**src/rtl/axi_read_responder.sv**
```systemverilog
// Slave-side AXI read responder: one AR request at a time, bursts read beat by beat
// from a synchronous single-port SRAM (one-cycle read latency) onto the R channel.
module axi_read_responder #(
  parameter int ID_W   = 8,
  parameter int ADDR_W = 32,
  parameter int DATA_W = 32,
  parameter int MEM_AW = 14
) (
  input  logic              ACLK,
  input  logic              ARESET,
  input  logic [ID_W-1:0]   ARID_S,
  input  logic [ADDR_W-1:0] ARADDR_S,
  input  logic [3:0]        ARLEN_S,
  input  logic [2:0]        ARSIZE_S,
  input  logic [1:0]        ARBURST_S,
  input  logic              ARVALID_S,
  output logic              ARREADY_S,
  output logic [ID_W-1:0]   RID_S,
  output logic [DATA_W-1:0] RDATA_S,
  output logic [1:0]        RRESP_S,
  output logic              RLAST_S,
  output logic              RVALID_S,
  input  logic              RREADY_S,
  output logic              mem_CS,
  output logic [MEM_AW-1:0] mem_A,
  input  logic [DATA_W-1:0] mem_DO
);

  typedef enum logic [1:0] {IDLE, FETCH, WAIT, DATA} state_t;

  state_t              state, state_next;
  logic [ID_W-1:0]     id;
  logic [MEM_AW-1:0]   addr_w;
  logic [3:0]          len;
  logic [3:0]          cnt;
  logic                incr;
  logic                err;
  logic [DATA_W-1:0]   rdata_q;
  logic                ar_hs;
  logic                r_hs;
  logic                last;

  // Address bits outside the SRAM word range are decoded upstream.
  logic unused_addr_bits;
  assign unused_addr_bits = ^{ARADDR_S[ADDR_W-1:MEM_AW+2], ARADDR_S[1:0]};

  assign ar_hs = (state == IDLE) && ARVALID_S;
  assign r_hs  = (state == DATA) && RREADY_S;
  assign last  = (cnt == len);

  always_ff @(posedge ACLK or posedge ARESET) begin
    if (ARESET) state <= IDLE;
    else        state <= state_next;
  end

  always_comb begin
    state_next = state;
    case (state)
      IDLE:    if (ARVALID_S) state_next = FETCH;
      FETCH:   state_next = WAIT;
      WAIT:    state_next = DATA;
      DATA:    if (RREADY_S) state_next = last ? IDLE : FETCH;
      default: state_next = IDLE;
    endcase
  end

  always_ff @(posedge ACLK or posedge ARESET) begin
    if (ARESET) begin
      id      <= '0;
      addr_w  <= '0;
      len     <= '0;
      cnt     <= '0;
      incr    <= 1'b0;
      err     <= 1'b0;
      rdata_q <= '0;
    end else begin
      if (ar_hs) begin
        id     <= ARID_S;
        addr_w <= ARADDR_S[MEM_AW+1:2];
        len    <= ARLEN_S;
        cnt    <= '0;
        incr   <= (ARBURST_S == 2'b01);
        err    <= (ARSIZE_S != 3'b010) || ARBURST_S[1];
      end
      // Capture the SRAM word once; it stays put while the master stalls.
      if (state == WAIT) rdata_q <= err ? '0 : mem_DO;
      if (r_hs && !last) begin
        cnt <= cnt + 4'd1;
        if (incr) addr_w <= addr_w + MEM_AW'(1);
      end
    end
  end

  assign ARREADY_S = (state == IDLE);
  assign RVALID_S  = (state == DATA);
  assign RLAST_S   = (state == DATA) && last;
  assign RID_S     = id;
  assign RDATA_S   = rdata_q;
  assign RRESP_S   = ((state == DATA) && err) ? 2'b10 : 2'b00;
  // Illegal requests never touch the SRAM.
  assign mem_CS    = (state == FETCH) && !err;
  assign mem_A     = addr_w;

endmodule
```
**config.mk**
```make
export PLATFORM = sky130hd
export DESIGN_NAME = axi_read_responder
export DESIGN_NICKNAME = d
export VERILOG_FILES = /design/src/rtl/axi_read_responder.sv
export SDC_FILE = /design/constraint.sdc
export NUM_CORES = 1
export LEC_CHECK = 0
export CORE_ASPECT_RATIO = 1.1
export CORE_MARGIN = 3
export CORE_UTILIZATION = 46
export CTS_BUF_LIST = sky130_fd_sc_hd__clkbuf_2 sky130_fd_sc_hd__clkbuf_4 sky130_fd_sc_hd__clkbuf_8
export DETAILED_ROUTE_END_ITERATION = 10
export PLACE_DENSITY = 0.95
export SLEW_MARGIN = 20
export SYNTH_ARGS = -nofsm -noshare
export SYNTH_HDL_FRONTEND = slang
export SYNTH_SLANG_ARGS = --single-unit
export TNS_END_PERCENT = 30
```
**constraint.sdc**
```tcl
create_clock -name ACLK -period 4.4 [get_ports ACLK]
set_input_delay 0.66 -clock ACLK [delete_from_list [all_inputs] [get_ports ACLK]]
set_output_delay 0.66 -clock ACLK [all_outputs]
set_load 0.01 [all_outputs]
```
# Yosys cells after proc, flatten, opt, wreduce, memory -nomap -nowiden
# Cells that the tools add are included.
# totals
reg_bits,66
# classes
add_sub_neg,2
eq_ne,8
muxes,11
reduce_logical,12
# ops
cell,n
2-to-1 mux 14 bit,3
2-to-1 mux 32 bit,1
"adder 14 x 1 -> 14 bit, second input constant",1
2-to-1 mux 4 bit,2
case mux 2 bit (4 select lines),1
logical AND 1 bit,6
2-to-1 mux 2 bit,3
"adder 4 x 1 -> 4 bit, second input constant",1
"equality test 2 x 1 -> 1 bit, second input constant",2
"equality test 2 bit, second input constant",2
equality test 4 bit,1
"!= test 3 x 2 -> 1 bit, second input constant",1
zero test 1 bit,2
zero test 2 bit,1
"!= test 2 x 1 -> 1 bit, second input constant",1
"!= test 2 bit, second input constant",1
AND reduction 2 bit,1
nonzero test 2 bit,1
logical OR 1 bit,1
2-to-1 mux 1 bit,1

# Depth between registers and ports, before layout
# Gate-level depths: netlist (run 1).
# depth
depth_word,5
ltp_mapped,8
depth_no_buf,6

# Worst setup path before layout (run 1)
# Ideal clock, no wire load.
# synth_path
path_kind,flip-flop to flip-flop
from,register state[0]
to,register id[5] (netlist: RID_S[5])
setup_time_ps,125
arrival_ps,1630
required_time_ps,4275
path_slack_ps,2646
path_stages_with_launch,7
synth_period_minus_slack_ps,1754
path_cell_list,dfrtp_1 inv_1 ha_1 and2_1 buf_2 buf_2 mux2_2
# synth_via
elab_chain_len,2
# synth_rtl
element,line_no,text
start: declaration,31,"state_t state, state_next;"
start signal: assignment,53,else state <= state_next;
zero test 2 bit,--,
named net ARREADY_S,17,"output logic ARREADY_S,"
logical AND 1 bit,47,assign ar_hs = (state == IDLE) && ARVALID_S;
end signal: assignment,69,id <= '0;
end signal: assignment,78,id <= ARID_S;
end: declaration,32,logic [ID_W-1:0] id;
# The timed path passes the listed nets, and every way through them passes these cells.
# A chain may end at the register's enable or synchronous reset.

# Worst setup path in the final report (run 1)
# layout_path
from,register cnt[0]
to,output port RLAST_S
# layout_via
elab_chain_len,2
# layout_rtl
element,line_no,text
start: declaration,35,logic [3:0] cnt;
start signal: assignment,88,cnt <= cnt + 4'd1;
equality test 4 bit,49,assign last = (cnt == len);
logical AND 1 bit,96,assign RLAST_S = (state == DATA) && last;
end: declaration,21,"output logic RLAST_S,"
# Every way passes these cells.

==> run summary, run 1 <==
Fin. max-slew vios: 0
Synth Area in Compound Gates: 15.5%
Starting density of the core: 48.8%
PnR worst setup slack: 1760 ps
Power share of the clock group: 19.7%
Mapped Cells: 315
Clock Latency Late Sink: 330 ps
IO Pins: 145
Die Span Y: 92.1 um
Post-Synthesis Cell Area: 3100 um2
Worst Hold End: RID_S[3]
NetSw: 1.09 mW
Initial antenna violation count: 0
Syn-to-layout area delta: 50.3%
Status: finished, final reports clean
Postcts setup bufs: 0
Sequential share of power: 34.7%
Critical path fanouts, max: 5
# H-tree levels: 3
Seq/Total Area, Yosys: 53.3%
Multiplexer area fraction after synthesis: 6.02%
Vias in the first global route: 2810
Yosys top cell area share: 53.3%
Pwr Density: 657 nW/um2
Fraction of layout cells with a size suffix above 1: 10.3%
Post-detail-place hpwl: 6000 um
DRT iter0 DRCs: 219
Top_reg_cell synth: dfrtp_1
ANT cells: 0
Resized Gates After CTS: 0
Worst R2R Setup Slack: 2210 ps
Largest net degree at the start of global routing: 43
Switching part of the total power: 35.6%
Max-Cap Viols: 0
Startpoint Class: flop
Final wirelength: 7960 um
Die area: 7760 um2
Post-synth EDFFs: 0
Clock buffer depth: 2
Number of buffers created by CTS: 9
Drt first pass iters: 4
LEAKAGE: 1.99 nW
Vias per cell: 5.15
Clock-pin slew on the worst setup and hold paths: 70 ps
RR Endpoint: mem_A[11]
Final Cycle Share: 60.0%
GPL Wtd Cong: 0.835
Residual DRC: 0
CP max stage delay: 550 ps
Slew @ Worst Pin: 848 ps
Simple-gate share of the synthesized area: 13.8%
Hold_buf cts: 0
Clk root buf: clkbuf_8
Worst vdd ir: 0.388 mV
FF+latch count, synth: 66
Syn Nets: 407
Post-synth cell types: 46
Main combinational cell family by area after synthesis: compound AO/OA/AOI/OAI gates
First-pass GRT wire length: 13100 um
Minimum clock period: 2640 ps
Critical Path RT: 3740 ps
Setup TNS: 0 ps
Reg2reg start: state[0]
Antenna-violating nets left: 0
Slowest stage cell, crit path: clkdlybuf4s50_1
Layout Skew: 8.76 ps
Hold Path Cell Cnt: 1
WP data arrival: 1980 ps
Die Wd: 84.2 um
Fmax: 0.379 GHz
Slew headroom: 43.4%
I/O Buffers: 125
Setup CP Type: flop to output port
Synth area leaders: dfrtp_1 (53%), o21ai_0 (6.3%), nand2_1 (6.1%)
Fin Hold WS: 506 ps
Hold_sp: RID_S[3]
Num rows: 30
CTS tree: built
Post-Synth XOR/XNOR Area: 1.41%
Worst R2R Path Depth: 7
Post-synth top area cell: dfrtp_1
Overall Global Routing Usage: 21.2%
RSZ-0062 raised after global routing: false
Final setup viols: 0
Avg WL per Cell: 15.1 um
CP cell instances: xnor2_1, nand4_1, nor2_1, clkdlybuf4s50_1
Gr ovfl total: 0
Filler cells: 456
Final-report hold violation count: 0
Pint: 1.97 mW
Place WS: 1830 ps
Synth Area in Adders: 2.83%
Async SR Flop Fraction: 100%
Comb power frac: 45.6%
Via count: 2712
Ys Warns: 0
Final net count: 534
Core area: 6340 um2
Hold Crit Class: flop to flop
CP Capture Type: output port
Synthesized area per cell: 9.83 um2
CTS sink cnt: 66
==> cell families after synthesis <==
| kind of cell | Yosys count |
|---|---|
| buffers and inverters | 54 |
| other | 1 |
| flip-flops | 66 |
| AO/OA/AOI/OAI | 73 |
| XOR/XNOR | 5 |
| adder cells (fa/ha/maj) | 7 |
| AND/OR/NAND/NOR | 92 |
| multiplexers | 17 |
==> critical path, delay by kind of cell, from the launching register on <==
kind                   cells  cell delay, ps
AND/OR/NAND/NOR            2             310
XOR/XNOR                   1             350
flip-flops                 1             430
buffers and inverters      1             550
==> stage by stage <==
stage               std cells  power, mW  instance area (um2)  utilization, %
floorplan                 315       1.78                 3100               -
global placement          511       2.39                 4420            69.6
detailed placement        511       2.47                 4420            69.6
CTS                       527       3.09                 4650            73.3
global route              527       3.28                 4660            73.4
finish                    527       3.06                 4660            73.4
==> synth_stat cells (all sizes together), types with 4 or more instances <==
cell type   n
dfrtp      66
nand2      52
o21ai      43
inv        42
mux2       13
nor2       11
a21oi       9
nand3       8
clkbuf      7
ha          7
buf         5
mux2i       4
nand4       4
o221a       4
o22ai       4
xnor2       4
==> how the worst max path moves through the flow <==
stage                   start         end  depth (start not counted)  slack [ps]
floorplan              ARESET  RDATA_S[0]                          1        2090
global placement    ARVALID_S   mem_A[11]                          6        1850
global route           cnt[0]     RLAST_S                          4        1610
detailed placement  ARVALID_S   mem_A[11]                          6        1830
CTS                    cnt[1]     RLAST_S                          4        1750
finish                 cnt[0]     RLAST_S                          4        1760
==> layer usage <==
metal	part of all wire, %	up-vias	track usage, %
met3	6.7	20	5.03
met2	50	119	35.9
li1	-	1312	-
met1	41	1261	25.5
met5	0	-	0
met4	2.3	0	9.38
==> sequential cells by signal (all words and copies together) (netlist names) <==
name	count
mem_A	14
err	1
RID_S	8
len	4
state	2
cnt	4
RDATA_S	32
incr	1
==> cell usage in the layout, fill, tap and decap left out, types with 8 or more instances in the layout <==
cell type,Yosys,layout
nand2_1,50,50
nand3_1,8,8
o21ai_0,39,39
inv_1,42,41
a21oi_1,9,9
dfrtp_1,66,66
clkbuf_8,0,9
nor2_1,10,10
clkdlybuf4s50_1,0,125
mux2_2,13,13
==> layout make-up <==
class	count	area [um2]	area share, %
Multi-Input combinational cell	195	1240	26.6
Sequential cell	66	1650	35.5
Tap cell	80	100	2.15
Inverter	42	158	3.39
Clock inverter	6	105	2.26
Clock buffer	10	131	2.82
Timing Repair Buffer	128	1270	27.4
==> power by group through the flow <==
stage	combinational (mW)	sequential [mW]	clock (mW)
after global placement	1.34	1.05	0
after global routing	1.53	1.10	0.653
after detailed placement	1.41	1.07	0
after floorplan	0.649	1.13	0
final	1.40	1.06	0.603
after CTS	1.41	1.06	0.618
(Power assumes the default switching activity.)
==> run 2, diff against run 1 <==
--- a/config.mk
+++ b/config.mk
@@ -7,10 +7,10 @@
 export LEC_CHECK = 0
 export CORE_ASPECT_RATIO = 1.1
 export CORE_MARGIN = 3
-export CORE_UTILIZATION = 46
+export CORE_UTILIZATION = 38
 export CTS_BUF_LIST = sky130_fd_sc_hd__clkbuf_2 sky130_fd_sc_hd__clkbuf_4 sky130_fd_sc_hd__clkbuf_8
 export DETAILED_ROUTE_END_ITERATION = 10
-export PLACE_DENSITY = 0.95
+export PLACE_DENSITY = 0.87
 export SLEW_MARGIN = 20
 export SYNTH_ARGS = -nofsm -noshare
 export SYNTH_HDL_FRONTEND = slang
==> constraint.sdc (replaced) <==
create_clock -name ACLK -period 2.4 [get_ports ACLK]
set_input_delay 0.36 -clock ACLK [delete_from_list [all_inputs] [get_ports ACLK]]
set_output_delay 0.36 -clock ACLK [all_outputs]
set_load 0.01 [all_outputs]
==> run summary, run 2 (same netlist as run 1, synthesis figures left out) <==
Status: finished, final reports clean
Minimum clock period: 2270 ps
Commonest non-fill, non-tap cell in the layout: clkdlybuf4s50_1
Hold_buf cts: 0 (unchanged)
Switching part of the total power: 37.6% (+2.0 points)
GPL Wtd Cong: 0.808 (-3.3%)
Vias per cell: 4.88 (-5.1%)
Pwr Density: 1170 nW/um2 (+77%)
Max-Cap Viols: 0 (unchanged)
Largest register FFs: 32 (unchanged)
Clock Latency Late Sink: 330 ps (about the same)
Postcts setup bufs: 0 (unchanged)
Fraction of layout cells with a size suffix above 1: 10.9% (+0.62 points)
Die area: 9270 um2 (+20%)
Largest net degree at the start of global routing: 34 (-21%)
Syn-to-layout area delta: 51.3%
CP cell instances: xnor2_1, nand4_1, nor2_1, clkdlybuf4s50_1
LEAKAGE: 1.97 nW (-0.83%)
Most frequent cells in the layout: clkdlybuf4s50_1 (125), dfrtp_1 (66), nand2_1 (50), inv_1 (41), o21ai_0 (39)
I/O Buffers: 125 (unchanged)
Die Wd: 92.1 um (+9.3%)
Die Span Y: 101 um (+9.4%)
CP Capture Type: output port
Worst R2R Setup Slack: 440 ps (-1770 ps)
Vias in the first global route: 2802 (-0.28%)
CTS sink cnt: 66 (unchanged)
# H-tree levels: 3 (unchanged)
Post-detail-place hpwl: 6010 um (+0.13%)
Crit path max-delay family: buffers and inverters
Post-DP Area: 4470 um2 (+1.3%)
Fmax: 0.441 GHz
Initial antenna violation count: 0 (unchanged)
Final net count: 536 (+0.37%)
Filler cells: 650 (+43%)
Clk root buf: clkbuf_8
Worst R2R Path Depth: 6 (-1)
Avg WL per Cell: 14.8 um (-2.2%)
Core area: 7680 um2 (+21%)
Resized Gates After CTS: 0 (unchanged)
Setup CP Type: flop to output port
Final setup viols: 0 (unchanged)
Startpoint Class: flop
Final Cycle Share: 94.4%
Gr ovfl total: 0 (unchanged)
Via count: 2705 (-0.26%)
First-pass GRT wire length: 13600 um (+3.8%)
PnR worst setup slack: 135 ps (-1630 ps)
Number of buffers created by CTS: 9 (unchanged)
Starting density of the core: 40.3% (-8.5 points)
Clock-pin slew on the worst setup and hold paths: 80 ps (about the same)
WP data arrival: 1910 ps (-70 ps)
Power share of the clock group: 17.3% (-2.4 points)
Overall Global Routing Usage: 18.4% (-2.8 points)
ANT cells: 0 (unchanged)
Final-report hold violation count: 0 (unchanged)
DRT iter0 DRCs: 235 (+7.3%)
Final wirelength: 8180 um (+2.8%)
Drt first pass iters: 5 (+1)
Layout Skew: 8.67 ps (-0.0868 ps)
Reg2reg start: state[0]
Final instance area: 4690 um2 (+0.67%)
IO Pins: 145 (unchanged)
NetSw: 2.05 mW (+89%)
Slew @ Worst Pin: 733 ps (-115 ps)
CP max stage delay: 550 ps (about the same)
Sequential share of power: 35.6% (+0.9 points)
Comb power frac: 47.1% (+1.5 points)
Critical Path RT: 2040 ps (-1700 ps)
RSZ-0062 raised after global routing: false
Setup TNS: 0 ps (unchanged)
Slowest stage cell, crit path: clkdlybuf4s50_1
Hold Crit Class: input port to asynchronous set/reset pin
Worst Path Buf+Inv: 1 (unchanged)
Critical path fanouts, max: 5 (unchanged)
Clock buffer depth: 2 (unchanged)
Slew headroom: 51.1% (+7.7 points)
Pint: 3.42 mW (+73%)
Residual DRC: 0 (unchanged)
RR Endpoint: mem_A[10]
Place WS: 357 ps (-1470 ps)
Num rows: 33 (+10%)
Fin. max-slew vios: 0 (unchanged)
Worst vdd ir: 0.626 mV (+62%)
Antenna-violating nets left: 0 (unchanged)
CTS tree: built
DP Cell Count: 538 (+5.3%)
Finished Layout Cells: 554 (+5.1%)
run 2: cell count changes in the layout (fill, tap and decap cells not counted):
cell | previous run | this run
buf_12 | 0 | 1
buf_4 | 3 | 4
bufinv_16 | 3 | 1
clkbuf_4 | 1 | 0
clkinv_2 | 3 | 0
clkinvlp_4 | 0 | 4
inv_6 | 0 | 2
xnor2_1 | 4 | 3
xnor2_2 | 0 | 1
run 2: final cells by class:
class	count	area, um2	area share [%]
inverters	42	158	3.36
well taps	105	131	2.80
multi-input cells	195	1240	26.6
clock inverters	7	77.6	1.65
flip-flops and latches	66	1650	35.2
clock buffers	9	124	2.64
repair buffers	130	1300	27.8
run 2: per-stage QoR:
| step | power [mW] | util (%) | hold slack (ps) |
|---|---|---|---|
| 2_1_floorplan | 3.26 | - | 464 |
| 3_3_place_gp | 4.41 | 58.3 | 488 |
| 3_5_place_dp | 4.54 | 58.3 | 495 |
| 4_1_cts | 5.50 | 60.9 | 486 |
| 5_1_grt | 5.88 | 61.0 | 523 |
| 6_report | 5.47 | 61.0 | 470 |
run 2: layer usage:
metal | track usage [%] | share of wire [%]
met1 | 23.5 | 42
met3 | 4.48 | 7.0
met2 | 30.6 | 50
met5 | 0 | 0
met4 | 6.74 | 1.2
run 2: worst max path at each step:
stage	start	depth (start not counted)	end	slack [ps]
after floorplan	ARESET	1	RDATA_S[0]	390
final	cnt[0]	4	RLAST_S	130
after global routing	cnt[0]	4	RLAST_S	5
after detailed placement	state[0]	5	RDATA_S[19]	360
after CTS	cnt[2]	4	RLAST_S	100
after global placement	ARVALID_S	4	RID_S[0]	460
run 2: power groups by stage:
stage	Sequential, mW	Clock, mW	Combinational (mW)
after floorplan	2.07	0	1.19
after global placement	1.93	0	2.49
after detailed placement	1.96	0	2.58
after CTS	1.94	0.964	2.60
after global routing	2.02	1.01	2.84
final	1.95	0.947	2.58
